File: config.mk
export PLATFORM = sky130hd
export DESIGN_NAME = uart_tick_gen
export DESIGN_NICKNAME = d
export VERILOG_FILES = /design/src/rtl/uart_tick_gen.sv
export SDC_FILE = /design/constraint.sdc
export NUM_CORES = 1
export LEC_CHECK = 0
export ABC_AREA = 1
export CAP_MARGIN = 20
export CORE_ASPECT_RATIO = 0.5
export CORE_MARGIN = 8
export CORE_UTILIZATION = 62
export DETAILED_ROUTE_END_ITERATION = 16
export PLACE_DENSITY = 0.84
export SLEW_MARGIN = 20
export SYNTH_ARGS = -nofsm -noshare
export SYNTH_HDL_FRONTEND = slang
export SYNTH_SLANG_ARGS = --single-unit
File: constraint.sdc
create_clock -name sys_clk -period 4.06 [get_ports sys_clk]
set_clock_uncertainty 0.2 [all_clocks]
set_input_delay 0.406 -clock sys_clk [delete_from_list [all_inputs] [get_ports sys_clk]]
set_output_delay 0.406 -clock sys_clk [all_outputs]
set_load 0.005 [all_outputs]
File: src/rtl/uart_tick_gen.sv
// Sample-rate and bit-rate tick generator with a runtime divisor and legacy toggled clocks.
// Divisor writes are staged and only take effect at a bit boundary, an en=0 edge or a resync.
module uart_tick_gen #(
  parameter int DIV_W       = 16,
  parameter int OVS         = 16,
  parameter int IDX_W       = $clog2(OVS),
  parameter int DEFAULT_DIV = 326
) (
  input  logic             sys_clk,
  input  logic             reset,
  input  logic             en,
  input  logic             resync,
  input  logic             div_wr,
  input  logic [DIV_W-1:0] div_in,
  output logic             div_busy,
  output logic             smp_tick,
  output logic             bot_tick,
  output logic [IDX_W-1:0] smp_idx,
  output logic             smp_clk,
  output logic             bot_clk
);

  localparam logic [DIV_W-1:0] DIV_RST  = DIV_W'(DEFAULT_DIV);
  localparam logic [IDX_W-1:0] IDX_LAST = IDX_W'(OVS - 1);

  function automatic logic [DIV_W-1:0] clamp_div(input logic [DIV_W-1:0] d);
    if (d < DIV_W'(2)) begin
      clamp_div = DIV_W'(2);
    end else begin
      clamp_div = d;
    end
  endfunction

  logic [DIV_W-1:0] r_scnt;
  logic [IDX_W-1:0] r_sidx;
  logic [DIV_W-1:0] r_div_act;
  logic [DIV_W-1:0] r_div_pend;
  logic             r_div_busy;
  logic             r_smp_tick;
  logic             r_bot_tick;
  logic             r_smp_clk;
  logic             r_bot_clk;

  logic w_smp_end;
  logic w_bit_end;
  logic w_apply;
  logic w_accept;

  // Sample/bit boundary detection and divisor apply/accept decisions
  always_comb begin
    w_smp_end = (r_scnt == (r_div_act - DIV_W'(1)));
    w_bit_end = w_smp_end && (r_sidx == IDX_LAST);
    if (resync || !en) begin
      w_apply = r_div_busy;
    end else begin
      w_apply = r_div_busy && w_bit_end;
    end
    w_accept = div_wr && !r_div_busy;
  end

  // Sample and bit counters, tick pulses and toggled clocks
  always_ff @(posedge sys_clk or negedge reset) begin
    if (!reset) begin
      r_scnt     <= '0;
      r_sidx     <= '0;
      r_smp_tick <= 1'b0;
      r_bot_tick <= 1'b0;
      r_smp_clk  <= 1'b0;
      r_bot_clk  <= 1'b0;
    end else if (resync) begin
      r_scnt     <= '0;
      r_sidx     <= '0;
      r_smp_tick <= 1'b0;
      r_bot_tick <= 1'b0;
    end else if (!en) begin
      r_smp_tick <= 1'b0;
      r_bot_tick <= 1'b0;
    end else if (w_smp_end) begin
      r_scnt     <= '0;
      r_smp_tick <= 1'b1;
      r_smp_clk  <= ~r_smp_clk;
      if (r_sidx == IDX_LAST) begin
        r_sidx     <= '0;
        r_bot_tick <= 1'b1;
        r_bot_clk  <= ~r_bot_clk;
      end else begin
        r_sidx     <= r_sidx + IDX_W'(1);
        r_bot_tick <= 1'b0;
      end
    end else begin
      r_scnt     <= r_scnt + DIV_W'(1);
      r_smp_tick <= 1'b0;
      r_bot_tick <= 1'b0;
    end
  end

  // Divisor staging: apply and accept are mutually exclusive through r_div_busy
  always_ff @(posedge sys_clk or negedge reset) begin
    if (!reset) begin
      r_div_act  <= DIV_RST;
      r_div_pend <= DIV_RST;
      r_div_busy <= 1'b0;
    end else if (w_apply) begin
      r_div_act  <= r_div_pend;
      r_div_busy <= 1'b0;
    end else if (w_accept) begin
      r_div_pend <= clamp_div(div_in);
      r_div_busy <= 1'b1;
    end
  end

  assign div_busy = r_div_busy;
  assign smp_tick = r_smp_tick;
  assign bot_tick = r_bot_tick;
  assign smp_idx  = r_sidx;
  assign smp_clk  = r_smp_clk;
  assign bot_clk  = r_bot_clk;

endmodule

# After elaboration in Yosys (flattened, before gate mapping)
# Index checks and enable logic that the tools add are counted.
# word_totals
ff_bits	57
latch_bits	0
mem_bits_rw	0
mem_bits_ro	0
in_bits	21
mem_count	0
# op_classes
addsub	3
multipliers	0
n_div	0
magnitude_cmp	1
eq_ne	2
shifts	0
muxes	18
bitwise	4
n_reduce_logical	13
# op_table
op	n
$mux W16	4
$add A16 B1 Y16 const B	1
$eq A16 B16 Y1	1
$lt A16 B2 Y1 const B	1
$mux W4	4
$sub A16 B1 Y16 const B	1
$mux W1	10
$reduce_bool A2 Y1	3
$add A4 B1 Y4 const B	1
$eq A4 B4 Y1 const B	1
$not A1 Y1	4
$reduce_and A2 Y1	2
$reduce_and A4 Y1	1
$logic_and A1 B1 Y1	3
$reduce_and A3 Y1	1
$logic_not A1 Y1	2
$logic_or A1 B1 Y1	1

# Depth between registers and ports, before layout
# Gate-level depths: netlist (run 1).
# depth
word_depth	7
depth_mapped	17
depth_no_buf	17

# Worst setup path after synthesis (run 1)
# No wires, ideal clock.
# synth_path
kind	reg2reg
startpoint	reg r_div_act[1]
endpoint	reg r_div_act[7]
arrival_time_ps	1964
required_ps	3743
path_slack_ps	1779
path_stages_with_launch	18
path_buffers	1
cell_sequence	dfstp_2 inv_1 ha_1 nand2_1 inv_1 nor2_1 nand2_1 nor2_1 nand2_1 inv_1 nand2_1 nor2_1 nand2_1 o21ai_2 nand2_2 buf_4 nand2_1 nand2_1
# synth_via
elab_chain_len	5
# synth_lines
item	line	source
start, declared	36	logic [DIV_W-1:0] r_div_act;
start signal, assigned	104	r_div_act <= r_div_pend;
$sub A16 B1 Y16	51	w_smp_end = (r_scnt == (r_div_act - DIV_W'(1)));
$eq A16 B16 Y1	51	
$logic_and A1 B1 Y1	52	w_bit_end = w_smp_end && (r_sidx == IDX_LAST);
$logic_and A1 B1 Y1	56	w_apply = r_div_busy && w_bit_end;
$mux W1	53	if (resync || !en) begin
# No other way between the ends.
# A chain may end at the register's enable or synchronous reset.

# Worst setup path after layout (run 1)
# layout_path
startpoint	reg r_div_act[0]
endpoint	reg r_div_act[11]
# Same word-level chain as after synthesis.

==> run summary, run 1 <==
The run finished with clean final reports. The count of buffers added on input and output ports is 29. Setup violations remaining at the end of the flow were counted as 0. The total inserted antenna cells came out at 0. The leakage power came out at 1.98 nW.

The die covers 8050 µm². Cells with a size suffix above 1 make up 8.13% of the layout. The count of cells resized by post-cts repair came out at 0.

The number of post-CTS setup repair buffers is 0. The count of H-tree levels built during CTS came out at 3. The post-cts hold buffer count is 0. The total clock buffers created by CTS is 9. STA classifies the critical path endpoint as a flip-flop. In this run the register-to-register setup slack is 1.22 ns. The first global-routing pass estimated 13600 µm of wire. The cell sitting at the root of the clock tree is a sky130_fd_sc_hd__clkbuf_8. The headroom to the max-slew limit is 51.6%. The count of cell instances traversed by the critical path is 14.

For the worst flop-to-flop path, the logic depth is 14. The maximum single-stage delay on the critical path is 0.40 ns. The number of antenna violations at the first check in global routing came out at 0. The worst setup path is of the flip-flop to flip-flop kind. Of the available clock period, the critical path in the final layout requires 70.1%.

The setup TNS came out at 0 ns. The width of the die is 119 µm. The final critical delay including setup and external delays came out at 2.84 ns. Synthesis inferred 57 register bits.

The largest voltage drop on the vdd net is 0.333 mV. Of all flip-flops after synthesis, the portion carrying an async set or reset was 100%. The clock latency reported for the late side of the worst-skew pair came out at 0.34 ns. The nature of the critical path startpoint is a flip-flop. TritonCTS built the clock tree. The final-layout worst hold slack came out at 0.0133 ns. The number of max-slew violations in the final report came out at 0. The initial standard-cell utilization of the core is 65.7%.

After detailed routing, the average wire length per cell comes to 14.2 µm. 30 I/O pins were placed. The data required time of the critical path came out at 4.07 ns.

The number of vias after detailed routing is 3012. The clock transition at the register clock pins on the worst setup and hold paths after CTS is 0.07 ns. The die height is 67.6 µm. The class of the worst hold path is input pin to asynchronous set/reset pin.

Once detail routing completed, the nets flagged for antenna violations numbered 0. Detailed placement ended at an HPWL of 6040 µm. The number of cells produced by synthesis is 454. The net count of the finished layout is 511.

The number of global-route vias before repair is 2806. The predominant post-synthesis flop cell is sky130_fd_sc_hd__dfrtp_1. The synthesized area per cell is 7.26 µm². The worst-path maximum fanout came out at 20.

The area growth from synthesis to layout is 16.1%. The number of buffer and inverter instances along the worst setup path is 2. The maximum number of buffers from clock root to sink came out at 2. The count of flip-flops with a built-in enable after synthesis came out at 0.

The maximum number of pins on one net before global-route repair is 58. The total length of routed wires is 7960 µm. For this design, the slowest cell found on the critical path is sky130_fd_sc_hd__dfrtp_1. The cell area after technology mapping is 3300 µm².

When the netlist entered floorplanning its net count stood at 478. The data arrival time of the critical path is 2.86 ns. The routability congestion estimate from global placement is 1.02. After synthesis, the netlist uses 28 different library cells. The total overflow reported by the global router is 0. After filler insertion, the fill cell instance count of the layout stands at 402.

The post-layout instance area came out at 3830 µm². Using the TritonRoute via totals, the vias-per-cell ratio works out to 5.36. For the pin with the worst max-slew slack, the measured transition is 0.726 ns. The number of iterations in the first detailed-routing pass is 5. Global routing used 21.2% of the available tracks across all layers. The number of clock sinks came out at 57. The signal on the critical path passes through inv_1 -> ha_1 -> nand2_2 -> nor2_4 -> nand3b_1 -> nand2_1 -> nand2_1 -> nor2_1 -> nand3_1 -> o21ai_2 -> buf_4 -> nand2_2 -> nand2_1 -> nand2_1. Static timing analysis puts the maximum clock frequency at 0.352 GHz. The number of failing hold endpoints at the final stage came out at 0. Power spread over the standard cell area amounts to 573 nW/µm². The violation count after the first detailed-route iteration came out at 350.

Setup repair after global routing left no endpoint under its margin. In this design, the critical path's most frequently occurring cell is sky130_fd_sc_hd__nand2_1. On the critical path the largest part of the delay comes from simple AND/OR/NAND/NOR gates. The number of design rule violations left after detail routing came out at 0. The floorplan has 18 rows. The Yosys step of the flow raised 0 warnings. The core region area came out at 5020 µm². The tool flagged a number of max-cap violations equal to 0. Summing all placed instances gives a cell area of 3630 µm². The proportion of synthesized chip area in sequential cells came out at 43.6%.
## power by group
part	total [W]	switching [W]	internal (W)
clock network	0.000520	0.000221	0.000299
registers	0.000866	0.000151	0.000715
logic	0.000808	0.000520	0.000288
total	0.00219	0.000892	0.00130
## metrics by stage
step	instances	utilization, %	total power, W	worst slack (ns)
after floorplan	454	-	0.00144	1.78
after global placement	546	72.3	0.00163	1.38
after detailed placement	546	72.3	0.00166	1.27
after CTS	562	76.3	0.00218	1.26
after global routing	562	76.3	0.00238	0.925
final	562	76.3	0.00219	1.22
## cells by family after synthesis
family	share of synthesized area, %
and+or+nand+nor	37.5
DFF	43.6
adders and majority gates	1.14
AOI/OAI and AO/OA	3.60
xor gates and xnor gates	6.90
buffers and inverters	7.32
## state kept, by name (all words and copies together) (netlist names), 4 cells and up
name and flops:
r_div_act 16, r_div_pend 16, r_scnt 16, smp_idx 4
## synthesized netlist by cell type, types with 3 or more instances
master	n	area [µm²]
sky130_fd_sc_hd__dfstp_2	8	210
sky130_fd_sc_hd__nor3_1	3	15.0
sky130_fd_sc_hd__inv_1	47	176
sky130_fd_sc_hd__xor2_1	14	123
sky130_fd_sc_hd__clkbuf_1	5	18.8
sky130_fd_sc_hd__a21oi_1	17	85.1
sky130_fd_sc_hd__nor4_1	3	18.8
sky130_fd_sc_hd__ha_1	3	37.5
sky130_fd_sc_hd__nand2_2	3	18.8
sky130_fd_sc_hd__nor2_1	43	161
sky130_fd_sc_hd__nand2_1	173	649
sky130_fd_sc_hd__xnor2_1	12	105
sky130_fd_sc_hd__dfrtp_1	49	1230
sky130_fd_sc_hd__nand3b_1	5	37.5
sky130_fd_sc_hd__nand4_1	8	50.1
sky130_fd_sc_hd__o21ai_0	4	20.0
sky130_fd_sc_hd__nand3_1	40	200
sky130_fd_sc_hd__nor2_2	4	25.0
## routing by layer
metal  vias up  routed length, µm  GRT usage [%]
met4         0                 46           4.52
met3         6                710           6.16
li1       1491                  -              -
met2       139               3380           32.2
met1      1376               3830           29.5
met5         -                  0              0
## worst register-to-register path: stages, from the launching register on
cell and delay [ns]:
sky130_fd_sc_hd__dfrtp_1 0.40, sky130_fd_sc_hd__inv_1 0.18, sky130_fd_sc_hd__ha_1 0.28, sky130_fd_sc_hd__nand2_2 0.16, sky130_fd_sc_hd__nor2_4 0.17, sky130_fd_sc_hd__nand3b_1 0.08
sky130_fd_sc_hd__nand2_1 0.10, sky130_fd_sc_hd__nand2_1 0.06, sky130_fd_sc_hd__nor2_1 0.08, sky130_fd_sc_hd__nand3_1 0.18, sky130_fd_sc_hd__o21ai_2 0.17, sky130_fd_sc_hd__buf_4 0.25
sky130_fd_sc_hd__nand2_2 0.23, sky130_fd_sc_hd__nand2_1 0.14, sky130_fd_sc_hd__nand2_1 0.06
## placed cells by master, fill, tap and decap left out, types with 2 or more instances in the layout
cell,synthesis,routed
sky130_fd_sc_hd__buf_4,2,3
sky130_fd_sc_hd__nand2_1,173,173
sky130_fd_sc_hd__xor2_1,14,14
sky130_fd_sc_hd__dfstp_2,8,8
sky130_fd_sc_hd__nor2_1,43,43
sky130_fd_sc_hd__dfrtp_1,49,49
sky130_fd_sc_hd__clkinv_2,0,2
sky130_fd_sc_hd__inv_1,47,47
sky130_fd_sc_hd__nor2_4,2,2
sky130_fd_sc_hd__nand2_2,3,3
sky130_fd_sc_hd__xnor2_1,12,12
sky130_fd_sc_hd__nand4_1,8,8
sky130_fd_sc_hd__ha_1,3,3
sky130_fd_sc_hd__o21ai_0,4,4
sky130_fd_sc_hd__a21oi_1,17,17
sky130_fd_sc_hd__nand3_1,40,40
sky130_fd_sc_hd__nand3b_1,5,5
sky130_fd_sc_hd__nor2_2,4,4
sky130_fd_sc_hd__clkdlybuf4s50_1,0,28
sky130_fd_sc_hd__nor3_1,3,3
sky130_fd_sc_hd__nor4_1,3,3
sky130_fd_sc_hd__clkbuf_8,0,10
## area by class of cell
class | instances | area [µm²] | area share [%]
repair buffers | 32 | 308 | 8.04
flip-flops and latches | 57 | 1440 | 37.5
inverters | 48 | 180 | 4.70
clock inverters | 5 | 56.3 | 1.47
multi-input cells | 339 | 1620 | 42.3
clock buffers | 11 | 141 | 3.69
well taps | 70 | 87.6 | 2.29
## final timing paths
path,start,endpoint
worst max-delay path,r_div_act[0]$_DFFE_PN0P_,r_div_act[11]$_DFFE_PN0P_
worst min-delay path,reset,r_div_pend[12]$_DFFE_PN0P_
min in group sys_clk,r_div_pend[2]$_DFFE_PN1P_,r_div_pend[2]$_DFFE_PN1P_
worst min register to register,r_div_pend[2]$_DFFE_PN1P_,r_div_pend[2]$_DFFE_PN1P_
worst max register to register,r_div_act[0]$_DFFE_PN0P_,r_div_act[11]$_DFFE_PN0P_
max in group asynchronous,reset,r_scnt[15]$_DFFE_PN0P_
Power figures use the tool's default switching activity.
==> inputs of run 2 (changes only) <==
--- a/config.mk
+++ b/config.mk
@@ -9,9 +9,9 @@
 export CAP_MARGIN = 20
 export CORE_ASPECT_RATIO = 0.5
 export CORE_MARGIN = 8
-export CORE_UTILIZATION = 62
+export CORE_UTILIZATION = 58
 export DETAILED_ROUTE_END_ITERATION = 16
-export PLACE_DENSITY = 0.84
+export PLACE_DENSITY = 0.79
 export SLEW_MARGIN = 20
 export SYNTH_ARGS = -nofsm -noshare
 export SYNTH_HDL_FRONTEND = slang
==> constraint.sdc (replaced) <==
create_clock -name sys_clk -period 2.72 [get_ports sys_clk]
set_clock_uncertainty 0.2 [all_clocks]
set_input_delay 0.272 -clock sys_clk [delete_from_list [all_inputs] [get_ports sys_clk]]
set_output_delay 0.272 -clock sys_clk [all_outputs]
set_load 0.005 [all_outputs]
==> run summary, run 2 (synthesis gave the netlist of run 1 again) <==
The number of maximum-capacitance violations is 0 (unchanged). The instance count after placement with tap cells included is 552 (+1.1%). The number of clock sinks is 57 (unchanged). The post-detailed-route count of antenna-violating nets is 0 (unchanged). The overall die area was 8500 µm² (+5.6%). The number of design rule violations left after detail routing came out at 0 (unchanged). Leaving out fill and tap cells, the most frequent cells in the layout are sky130_fd_sc_hd__nand2_1, sky130_fd_sc_hd__dfrtp_1, sky130_fd_sc_hd__inv_1. The row count is 19 (+1). The switching share of total power is 38.7% (-2.0 points).

The part of the total power dissipated in the clock network is 30.5% (+6.8 points). The setup TNS came out at 0 ns (unchanged). The net total in the final layout came out at 520 (+1.8%).

The core region area came out at 5490 µm² (+9.3%). The total inserted antenna cells came out at 0 (unchanged). The number of top-level design ports is 30 (unchanged). The headroom to the max-slew limit is 44.5% (-7.1 points). The standard cell area after detailed placement came to 3670 µm² (+1.1%).

The power share of the sequential group is 35.5% (-4.0 points). The total chip power came out at 0.00365 W (+66%). The routability congestion estimate from global placement is 0.937 (-8.1%). The endpoint type of the worst setup path is a flip-flop. The via-per-instance ratio is 5.22 (-2.5%).

The total track usage came out at 19.4% (-1.8 points). The violation count after the first detailed-route iteration is 288 (-18%). The clock latency reported for the late side of the worst-skew pair came out at 0.32 ns (-0.02 ns).

In the final layout, the registers with the most flip-flops are r_div_act: 16 flops, r_div_pend: 16 flops, r_scnt: 16 flops. The number of global-route vias before repair is 2806 (unchanged). The leakage power was 2.09 nW (+5.5%). The largest voltage drop on the vdd net is 0.420 mV (+26%).

The non-filler instance count after layout is 574 (+2.1%). The number of failing hold endpoints at the final stage is 0 (unchanged). The width of the die came out at 123 µm (+2.9%). TritonCTS built the clock tree.

The number of setup violations in the final report is 0 (unchanged). The number of iterations in the first detailed-routing pass came out at 4 (-1). The worst-case setup margin in the final layout came out at 0.192 ns (-1.02 ns). The internal power component came out at 0.00224 W (+72%). The path class of the tightest hold or removal check is flip-flop to flip-flop. The wire length of the first global-routing pass is 13300 µm (-2.0%). The worst-path maximum fanout is 8 (-60%). The flow ran to the end, and the final reports show no timing, DRC or antenna violations. The transition time at the pin with the least slew margin came to 0.832 ns (+0.106 ns).

The number of vias after detailed routing was 2999 (-0.43%). The post-layout instance area is 4080 µm² (+6.4%). The total overflow reported by the global router was 0 (unchanged). The critical path in this run is classified as flip-flop to flip-flop. The library cell used most frequently in the layout, excluding fill and tap cells, is sky130_fd_sc_hd__nand2_1. The data required time of the critical path is 2.72 ns (-1.35 ns). The routed length per placed instance is 14.2 µm (+0.26%). The share of the clock period used by the worst path after layout was 92.9% (+23 points). The count of H-tree levels built during CTS came out at 3 (unchanged). The post-DP HPWL is 5730 µm (-5.2%). The cell sitting at the root of the clock tree is a sky130_fd_sc_hd__clkbuf_16. The initial standard-cell utilization of the core came to 60.1% (-5.6 points). The peak clock frequency supported by timing came out at 0.396 GHz (+13%). The final critical delay including setup and external delays came out at 2.53 ns (-0.317 ns).

The number of max-slew violations in the final report was 0 (unchanged). The part of the power in combinational logic came out at 34.0% (-2.8 points). The data arrival time of the critical path is 2.53 ns (-0.33 ns). The number of antenna violations at the first check in global routing was 0 (unchanged). The total clock buffers created by CTS is 9 (unchanged). The pre-CTS setup slack came out at 0.147 ns (-1.13 ns). The clock transition at the register clock pins on the worst setup and hold paths after CTS is 0.05 ns (-0.02 ns). The maximum number of pins on one net before global-route repair came out at 58 (unchanged). The die height was 69.3 µm (+2.6%). The quantity of I/O buffers inserted on ports came out at 29 (unchanged). The share of post-route cells with drive strength above 1 is 10.2% (+2.0 points).

The area growth from synthesis to layout came out at 23.6%. STA classifies the critical path startpoint as a flip-flop. The net load switching power is 0.00141 W (+58%).

The maximum number of buffers from clock root to sink is 2 (unchanged). The total length of routed wires came to 8150 µm (+2.4%). The total power divided by cell area is 896 nW/µm² (+56%).
## run 2: power by group through the flow
| stage | Combinational, W | Clock [W] | Sequential, W |
|---|---|---|---|
| floorplan | 0.000930 | 0 | 0.00122 |
| global placement | 0.00116 | 0 | 0.00129 |
| detailed placement | 0.00117 | 0 | 0.00129 |
| CTS | 0.00118 | 0.00112 | 0.00128 |
| global route | 0.00140 | 0.00117 | 0.00132 |
| finish | 0.00124 | 0.00111 | 0.00130 |
## run 2: layout make-up
class | count | area, µm²
clock buffers | 10 | 229
clock inverters | 6 | 67.6
fillers | 393 | 1420
inverters | 48 | 180
multi-input cells | 340 | 1650
flip-flops and latches | 57 | 1440
well taps | 73 | 91.3
repair buffers | 40 | 420
## run 2: repair_timing
action	4_1_cts	5_1_grt
hold buffers	1	0
resized for setup	0	8
buffers inserted	0	3
endpoints found under the setup margin	0	20
endpoints found under the hold margin	49	0
## run 2: critical path, cell delays in order (launching register included)
cell,delay [ns]
sky130_fd_sc_hd__dfstp_2,0.54
sky130_fd_sc_hd__inv_1,0.04
sky130_fd_sc_hd__ha_1,0.29
sky130_fd_sc_hd__nand2_1,0.06
sky130_fd_sc_hd__inv_1,0.04
sky130_fd_sc_hd__nor2_1,0.08
sky130_fd_sc_hd__nand2_1,0.09
sky130_fd_sc_hd__nor2_2,0.12
sky130_fd_sc_hd__nand2_1,0.06
sky130_fd_sc_hd__inv_1,0.05
sky130_fd_sc_hd__nand2_1,0.05
sky130_fd_sc_hd__nor2_1,0.11
sky130_fd_sc_hd__nand2_2,0.10
sky130_fd_sc_hd__o21ai_4,0.15
sky130_fd_sc_hd__buf_12,0.15
sky130_fd_sc_hd__nand2_4,0.08
sky130_fd_sc_hd__nand2_1,0.14
sky130_fd_sc_hd__nand2_1,0.07
## run 2: metrics by stage
stage | util (%) | hold slack [ns]
after floorplan | - | -0.224
after global placement | 66.8 | 0.245
after detailed placement | 66.8 | 0.254
after CTS | 72.4 | 0.278
after global routing | 74.2 | 0.288
final | 74.2 | 0.273
## run 2: metal layers
metal | vias to the layer above | GRT usage [%] | routed length (µm)
met1 | 1377 | 27.2 | 4000
met5 | - | 0 | 0
li1 | 1512 | - | -
met3 | 12 | 6.01 | 515
met2 | 98 | 27.7 | 3520
met4 | 0 | 6.03 | 112
## run 2: path summary, 6_finish.rpt
check / from / to / slack, ns / cells past startpoint
worst max-delay path: r_div_act[1]$_DFFE_PN1P_ / r_div_act[10]$_DFFE_PN0P_ / 0.19 / 17
worst min-delay path: smp_clk$_DFFE_PN0P_ / smp_clk$_DFFE_PN0P_ / 0.27 / 1
worst max register to register: r_div_act[1]$_DFFE_PN1P_ / r_div_act[10]$_DFFE_PN0P_ / 0.19 / 17
worst min register to register: smp_clk$_DFFE_PN0P_ / smp_clk$_DFFE_PN0P_ / 0.27 / 1
max in group asynchronous: reset / r_scnt[15]$_DFFE_PN0P_ / 1.44 / 3
min in group asynchronous: reset / r_div_pend[11]$_DFFE_PN0P_ / 0.41 / 3
